[src/rtl/ie_defs.sv]
// Shared definitions for the IE execution sequencer: FSM states, select codes,
// ALU operation codes and select legality helpers.
package ie_defs;

  typedef enum logic [2:0] {
    ST_IDLE,
    ST_LOAD,
    ST_EXEC,
    ST_STORE,
    ST_DONE
  } state_t;

  // Operand / destination select codes produced by the simple op decoder
  typedef enum logic [7:0] {
    SEL_A_REG     = 8'h01,
    SEL_X_REG     = 8'h02,
    SEL_Y_REG     = 8'h03,
    SEL_MEM_LOAD  = 8'h04,
    SEL_MEM_STORE = 8'h05,
    SEL_IMM       = 8'h06,
    SEL_ONE       = 8'h07,
    SEL_ZERO      = 8'h08
  } sel_t;

  typedef enum logic [3:0] {
    ALU_ADD    = 4'h0,
    ALU_SUB    = 4'h1,
    ALU_INC    = 4'h2,
    ALU_PASS_B = 4'h3
  } alu_op_t;

  function automatic logic a_sel_legal(input logic [7:0] sel);
    return (sel == SEL_A_REG) || (sel == SEL_X_REG) ||
           (sel == SEL_Y_REG) || (sel == SEL_MEM_LOAD);
  endfunction

  function automatic logic b_sel_legal(input logic [7:0] sel);
    return (sel == SEL_IMM) || (sel == SEL_ONE) ||
           (sel == SEL_ZERO) || (sel == SEL_MEM_LOAD);
  endfunction

  function automatic logic out_sel_legal(input logic [7:0] sel);
    return (sel == SEL_A_REG) || (sel == SEL_X_REG) || (sel == SEL_Y_REG) ||
           (sel == SEL_MEM_STORE) || (sel == SEL_ZERO);
  endfunction

endpackage

[src/rtl/ie_mem_port.sv]
// Memory request/acknowledge handshake with a bounded wait, shared by the
// LOAD and STORE phases of the sequencer.
module ie_mem_port #(
  parameter int unsigned MEM_TIMEOUT = 255
) (
  input  logic        clk,
  input  logic        rst_n,
  input  logic        active,
  input  logic        we,
  input  logic [15:0] addr,
  input  logic [7:0]  wdata,
  input  logic        mem_ack,
  output logic        mem_req,
  output logic        mem_we,
  output logic [15:0] mem_addr,
  output logic [7:0]  mem_wdata,
  output logic        ack_seen,
  output logic        timeout
);

  localparam int unsigned CW = (MEM_TIMEOUT > 1) ? $clog2(MEM_TIMEOUT) : 1;
  localparam logic [CW-1:0] LAST = CW'(MEM_TIMEOUT - 1);

  logic [CW-1:0] wait_cnt;

  // Wait counter: held at zero while idle so every phase starts counting from 0
  always_ff @(posedge clk or negedge rst_n) begin
    if (!rst_n) begin
      wait_cnt <= '0;
    end else if (!active || mem_ack) begin
      wait_cnt <= '0;
    end else if (wait_cnt != LAST) begin
      wait_cnt <= wait_cnt + CW'(1);
    end
  end

  // Request is a pure function of the phase so reset drops it immediately
  always_comb begin
    mem_req   = active;
    mem_we    = active && we;
    mem_addr  = active ? addr : '0;
    mem_wdata = (active && we) ? wdata : '0;
    ack_seen  = active && mem_ack;
    timeout   = active && !mem_ack && (wait_cnt == LAST);
  end

endmodule

[src/rtl/ie_exec_sequencer.sv]
// Execution sequencer: accepts a decoded op bundle, optionally loads a memory
// operand, drives the external ALU for one cycle, then writes back to a
// register or stores to memory.
module ie_exec_sequencer #(
  parameter int unsigned MEM_TIMEOUT = 255
) (
  input  logic        clk,
  input  logic        rst_n,
  input  logic        op_valid,
  output logic        op_ready,
  input  logic [7:0]  alu_a_sel,
  input  logic [7:0]  alu_b_sel,
  input  logic [7:0]  alu_out_sel,
  input  logic [3:0]  alu_op_in,
  input  logic [7:0]  imm_val,
  input  logic [15:0] op_addr,
  output logic        mem_req,
  output logic        mem_we,
  output logic [15:0] mem_addr,
  output logic [7:0]  mem_wdata,
  input  logic [7:0]  mem_rdata,
  input  logic        mem_ack,
  output logic [7:0]  alu_a,
  output logic [7:0]  alu_b,
  output logic [3:0]  alu_op_out,
  input  logic [7:0]  alu_result,
  output logic [7:0]  a_reg_o,
  output logic [7:0]  x_reg_o,
  output logic [7:0]  y_reg_o,
  output logic        done,
  output logic        err
);

  import ie_defs::*;

  state_t      state, state_nxt;
  logic [7:0]  a_sel_q, b_sel_q, out_sel_q;
  logic [3:0]  op_q;
  logic [7:0]  imm_q;
  logic [15:0] addr_q;
  logic [7:0]  load_buf;
  logic [7:0]  wdata_q;
  logic [7:0]  a_q, x_q, y_q;
  logic        err_q;

  logic        accept;
  logic        sel_ok;
  logic        need_load;
  logic        mem_active;
  logic        mem_ack_seen;
  logic        mem_timeout;

  assign accept    = (state == ST_IDLE) && op_valid;
  assign sel_ok    = a_sel_legal(alu_a_sel) && b_sel_legal(alu_b_sel) &&
                     out_sel_legal(alu_out_sel);
  assign need_load = (alu_a_sel == SEL_MEM_LOAD) || (alu_b_sel == SEL_MEM_LOAD);
  assign mem_active = (state == ST_LOAD) || (state == ST_STORE);

  ie_mem_port #(
    .MEM_TIMEOUT(MEM_TIMEOUT)
  ) u_mem_port (
    .clk       (clk),
    .rst_n     (rst_n),
    .active    (mem_active),
    .we        (state == ST_STORE),
    .addr      (addr_q),
    .wdata     (wdata_q),
    .mem_ack   (mem_ack),
    .mem_req   (mem_req),
    .mem_we    (mem_we),
    .mem_addr  (mem_addr),
    .mem_wdata (mem_wdata),
    .ack_seen  (mem_ack_seen),
    .timeout   (mem_timeout)
  );

  // State register
  always_ff @(posedge clk or negedge rst_n) begin
    if (!rst_n) state <= ST_IDLE;
    else        state <= state_nxt;
  end

  // Next-state and per-state outputs
  always_comb begin
    state_nxt  = state;
    op_ready   = 1'b0;
    done       = 1'b0;
    alu_a      = '0;
    alu_b      = '0;
    alu_op_out = '0;
    case (state)
      ST_IDLE: begin
        op_ready = 1'b1;
        if (op_valid) begin
          if (!sel_ok)        state_nxt = ST_DONE;
          else if (need_load) state_nxt = ST_LOAD;
          else                state_nxt = ST_EXEC;
        end
      end
      ST_LOAD: begin
        if (mem_ack_seen)     state_nxt = ST_EXEC;
        else if (mem_timeout) state_nxt = ST_DONE;
      end
      ST_EXEC: begin
        case (a_sel_q)
          SEL_A_REG:    alu_a = a_q;
          SEL_X_REG:    alu_a = x_q;
          SEL_Y_REG:    alu_a = y_q;
          SEL_MEM_LOAD: alu_a = load_buf;
          default:      alu_a = '0;
        endcase
        case (b_sel_q)
          SEL_IMM:      alu_b = imm_q;
          SEL_ONE:      alu_b = 8'h01;
          SEL_MEM_LOAD: alu_b = load_buf;
          default:      alu_b = '0;
        endcase
        alu_op_out = op_q;
        state_nxt  = (out_sel_q == SEL_MEM_STORE) ? ST_STORE : ST_DONE;
      end
      ST_STORE: begin
        if (mem_ack_seen || mem_timeout) state_nxt = ST_DONE;
      end
      ST_DONE: begin
        done      = 1'b1;
        state_nxt = ST_IDLE;
      end
      default: state_nxt = ST_IDLE;
    endcase
  end

  // Bundle capture, load buffer and sticky error flag
  always_ff @(posedge clk or negedge rst_n) begin
    if (!rst_n) begin
      a_sel_q   <= '0;
      b_sel_q   <= '0;
      out_sel_q <= '0;
      op_q      <= '0;
      imm_q     <= '0;
      addr_q    <= '0;
      load_buf  <= '0;
      err_q     <= 1'b0;
    end else begin
      if (accept) begin
        a_sel_q   <= alu_a_sel;
        b_sel_q   <= alu_b_sel;
        out_sel_q <= alu_out_sel;
        op_q      <= alu_op_in;
        imm_q     <= imm_val;
        addr_q    <= op_addr;
        err_q     <= !sel_ok;
      end
      if ((state == ST_LOAD) && mem_ack_seen) load_buf <= mem_rdata;
      if (mem_timeout) err_q <= 1'b1;
    end
  end

  // Writeback at the end of EXEC; sources were already read combinationally
  always_ff @(posedge clk or negedge rst_n) begin
    if (!rst_n) begin
      a_q     <= '0;
      x_q     <= '0;
      y_q     <= '0;
      wdata_q <= '0;
    end else if (state == ST_EXEC) begin
      case (out_sel_q)
        SEL_A_REG:     a_q     <= alu_result;
        SEL_X_REG:     x_q     <= alu_result;
        SEL_Y_REG:     y_q     <= alu_result;
        SEL_MEM_STORE: wdata_q <= alu_result;
        default:       ;
      endcase
    end
  end

  assign a_reg_o = a_q;
  assign x_reg_o = x_q;
  assign y_reg_o = y_q;
  assign err     = err_q;

endmodule

[config.mk]
export PLATFORM = sky130hd
export DESIGN_NAME = ie_exec_sequencer
export DESIGN_NICKNAME = d
export VERILOG_FILES = /design/src/rtl/ie_defs.sv /design/src/rtl/ie_mem_port.sv /design/src/rtl/ie_exec_sequencer.sv
export SDC_FILE = /design/constraint.sdc
export NUM_CORES = 1
export LEC_CHECK = 0
export ABC_AREA = 0
export ABC_CLOCK_PERIOD_IN_PS = 4200
export BUFFER_PORTS_ARGS = -buffer_cell sky130_fd_sc_hd__buf_4
export CAP_MARGIN = 15
export CORE_MARGIN = 10
export CORE_UTILIZATION = 30
export DETAILED_ROUTE_END_ITERATION = 8
export PLACE_DENSITY_LB_ADDON = 0.25
export SYNTH_ARGS = -nofsm -noshare
export SYNTH_HDL_FRONTEND = slang
export SYNTH_SLANG_ARGS = --single-unit
[constraint.sdc]
create_clock -name clk -period 4.2 [get_ports clk]
set_input_delay 1.05 -clock clk [delete_from_list [all_inputs] [get_ports clk]]
set_output_delay 1.05 -clock clk [all_outputs]
set_load 0.005 [all_outputs]
==> results.txt <==
- Gates resized during post-CTS repair numbered 0.
- The count of buffers added on input and output ports is approximately 140.
- Setup Skew: between 9 and 10 ps
- Placement Cell Area: 6210 µm²
* Total number of nets in the final design: ~600
* Sw Share: a little under a quarter
- Dividing total power by cell area gives a power density of roughly 350 nW/µm².
- The tree is rooted in a sky130_fd_sc_hd__clkbuf_16.
- Cells with a size suffix above 1 make up between 50% and 60% of the layout.
- Hold Buf Count CTS: 0
- Post-detailed-placement half-perimeter wirelength: about 12000 µm
- The synthesized design contains about 100 register bits.
* Layout overhead on the synthesized area: 32.1%
- Maxcap violations: 0
- In this run the vertical extent of the chip is approximately 150 µm.
- Crit Path Category: register to output port
- Dividing the final minimum period by the clock period gives 79.2%.
* Critical Path Max Stage Delay: 580 ps
- Gr ovfl total: 0
* Power share of the sequential group: 50.5%
* Final setup violation count: 0
- Static timing analysis puts the maximum clock frequency at around 300 MHz.
* Syn nets: between 400 and 500
- Setup repair after global routing left no endpoint under its margin.
- Setup total negative slack on the finished layout was measured at 0 ps.
- Initial standard-cell utilization of the core: roughly 30%
* Pin count of the biggest net entering global routing: 45
- In the routed layout, each cell is associated on average with a via count of 4.81.
- Counting instances, the worst hold path has a depth of 1.
- Together, buffers and inverters on the worst path number 1.
- After routing the design area is about 6500 µm².
- Non-filler cells, final: 748
- The number of global-route vias before repair was just under 4000.
* Max stage delay cell, worst path: sky130_fd_sc_hd__dfrtp_1
- Overall routing resource usage: 13.2%
- Fill count: around 1600
- At the worst endpoint, the required time is 3150 ps.
* Final count of hold timing violations: 0
- End of the worst hold path: addr_q[7]
- Max layer used: met4
- After clock tree synthesis, the clock-pin slew on the worst setup and hold paths is approximately 70 ps.
- Worst-skew pair later-pin latency: between 300 and 400 ps
* Register-to-register setup slack: between 1500 and 2000 ps
* Peak supply drop: roughly 0.20 mV
* Aggregate routed wire length: 14600 µm
- Post-CTS timing repair inserted 0 buffers for setup.
* Most common cell after layout, fill and taps aside: sky130_fd_sc_hd__buf_4
* Number of placed instances, taps included: around 730
- During synthesis, Yosys emitted a total of 0 warnings.
* Crit path max-delay family: simple AND/OR/NAND/NOR gates
- Synth Area per Inst: 12.8 µm²
- The initial antenna violation count is 0.
- The final number of max-transition violations was 0.
- Final hold analysis gives a worst-case slack of between 400 and 500 ps.
* Clock tree from TritonCTS: done
- Met2 Routed Length: about 7600 µm
- Routability cong.: 0.818
- The min-delay analysis places its worst path in the category register to register.
- Yosys mapped the design onto between 50 and 60 distinct sky130hd cell types.
* Worst rel slew slack: 31.3%
- Final antenna-violating net count: 0
* Synthesized area: slightly below 5000 µm²
- Summed over all cells, the static leakage comes to 2.96 nW.
- After floorplanning, the core was divided into between 40 and 50 placement rows.
- Number of DRC markers after the initial detailed-route iteration: ~120
* Least-Margin Pin Slew: around 1000 ps
- Vias post-DR: 3600
- Core Util, Final: between 40% and 50%
- Async SR Flop Fraction: 100%
* Share of total power in combinational logic: a little under an eighth
* Status: finished clean
- For this run, the leading register cell type out of synthesis is sky130_fd_sc_hd__dfrtp_1.
* Total number of clock tree sinks: approximately 100
- Synthesis handed over a netlist of between 300 and 400 instances.
* Startpoint of the worst hold path: addr_q[7]
- The die covers approximately 22000 µm².
* Fraction of power consumed by the clock network: 37.5%
- In this run the critical register-to-register path is captured at load_buf[4].
- The worst setup path is launched from a register.
* Wire length of the first global-routing pass: 22500 µm
- The worst setup path is captured at an output port.
- Of all nets on the critical path, the largest fanout is 13.
- around 150 I/O pins were placed.
- CTS Buf Count: 9
- Data on the critical path arrives at its endpoint at approximately 2300 ps.
* Post-DR wirelength/cell: about 20 µm
* Number of cell instances on the worst register-to-register path: 3
- Core outline area: around 16000 µm²
- Time the final worst path needs with I/O delays and setup: ~3300 ps
- In this run the critical register-to-register path is launched from state[2].
- In the routed design, unresolved DRC markers number 0.
* Internal cell power: ~0.0017 W
- The critical path goes through nor3b_4 > nand4b_1 > or2_2 > nor2_1 > buf_4.
* Switching component of the power: about 0.00054 W
* Total number of H-tree levels: 3
- Summed over all nets, wire length on met3 after detailed routing comes to 880 µm.
- Number of iterations in the first detailed-routing pass: 4
* Portion of the post-synthesis area used by sequential elements: between 50% and 60%
* Horiz. Die Dim: about 150 µm
- Maximum clock insertion buffer count: 2
* Routed length on met1: a little under 6000 µm
* Antenna fix cells: 0
- Leaving out fill and tap cells, the most frequent cells in the layout are 149 x sky130_fd_sc_hd__buf_4, 104 x sky130_fd_sc_hd__dfrtp_1, 93 x sky130_fd_sc_hd__mux2_2, 27 x sky130_fd_sc_hd__nor2_1, 22 x sky130_fd_sc_hd__and2_1.
* Number of enable flip-flop cells after synthesis: 0
==> power groups by stage <==
stage | logic, W | clock network, W | registers, W
6_report | 0.000274 | 0.000856 | 0.00115
5_1_grt | 0.000302 | 0.000916 | 0.00117
4_1_cts | 0.000281 | 0.000884 | 0.00116
3_5_place_dp | 0.000280 | 0 | 0.00117
3_3_place_gp | 0.000274 | 0 | 0.00117
2_1_floorplan | 0.000161 | 0 | 0.00115
==> layer usage <==
layer	global-route usage, %	vias to the layer above
met5	0	-
met4	3.91	0
met3	4.19	17
met2	23.6	91
met1	14.7	1803
li1	-	1689
==> final cells by class <==
| class | count | area (µm²) | area share [%] |
|---|---|---|---|
| clock buffers | 14 | 264 | 4.06 |
| multi-input cells | 258 | 2200 | 33.8 |
| clock inverters | 2 | 37.5 | 0.577 |
| flip-flops and latches | 104 | 2600 | 40.0 |
| repair buffers | 149 | 1120 | 17.2 |
| well taps | 216 | 270 | 4.15 |
| inverters | 5 | 18.8 | 0.288 |
==> stage by stage <==
stage | power, W | setup WS [ps]
floorplan | 0.00131 | 1590
global placement | 0.00144 | 1310
detailed placement | 0.00145 | 1240
CTS | 0.00232 | 854
global route | 0.00239 | 688
finish | 0.00228 | 875
==> synthesized netlist by cell type, types with 2 or more instances <==
master                       n  area [µm²]
sky130_fd_sc_hd__dfrtp_1   104        2600
sky130_fd_sc_hd__mux2_2     93        1050
sky130_fd_sc_hd__nor2_1     27         101
sky130_fd_sc_hd__and2_1     23         144
sky130_fd_sc_hd__and3_1     11        68.8
sky130_fd_sc_hd__a22o_1      8        70.1
sky130_fd_sc_hd__clkbuf_1    8        30.0
sky130_fd_sc_hd__mux2i_1     8        80.1
sky130_fd_sc_hd__o21ai_0     8        40.0
sky130_fd_sc_hd__a222oi_1    7        70.1
sky130_fd_sc_hd__buf_6       5        56.3
sky130_fd_sc_hd__inv_1       5        18.8
sky130_fd_sc_hd__nand2_1     5        18.8
sky130_fd_sc_hd__nor2b_1     5        31.3
sky130_fd_sc_hd__a21oi_1     4        20.0
sky130_fd_sc_hd__nand3_1     4        20.0
sky130_fd_sc_hd__nor3_1      4        20.0
sky130_fd_sc_hd__buf_4       3        22.5
sky130_fd_sc_hd__nand4_1     3        18.8
sky130_fd_sc_hd__or2_2       3        18.8
sky130_fd_sc_hd__xnor2_1     3        26.3
sky130_fd_sc_hd__xor2_1      3        26.3
sky130_fd_sc_hd__a211oi_1    2        15.0
sky130_fd_sc_hd__a31o_2      2        17.5
sky130_fd_sc_hd__a31oi_1     2        12.5
sky130_fd_sc_hd__ha_1        2        25.0
sky130_fd_sc_hd__nand2b_1    2        12.5
sky130_fd_sc_hd__nor3b_1     2        15.0
sky130_fd_sc_hd__nor4_1      2        12.5
sky130_fd_sc_hd__nor4bb_1    2        20.0
sky130_fd_sc_hd__o31ai_1     2        15.0
sky130_fd_sc_hd__or4_1       2        15.0
==> sequential cells by signal (all words and copies together) (netlist names) <==
signal	count
addr_q	16
a_reg_o	8
a_sel_q	8
b_sel_q	8
imm_q	8
load_buf	8
out_sel_q	8
u_mem_port.wait_cnt	8
wdata_q	8
x_reg_o	8
y_reg_o	8
op_q	4
state	3
err	1
==> how the worst max path moves through the flow <==
stage,to,startpoint,cells after the start
after floorplan,alu_a[5],a_sel_q[3],5
final,alu_b[5],state[1],5
after global placement,alu_b[7],state[1],5
after CTS,alu_b[4],state[1],5
after detailed placement,alu_b[4],state[1],5
after global routing,alu_b[1],state[1],5
==> kinds of logic after synthesis <==
logic type	count (synthesis)	share of synthesized area [%]
AND/OR/NAND/NOR	108	13.8
flip-flops	104	52.8
multiplexers	101	22.9
AO/OA/AOI/OAI	41	6.30
buffers and inverters	22	2.67
XOR/XNOR	6	1.07
adder cells (fa/ha/maj)	2	0.508
Power figures use the tool's default switching activity.
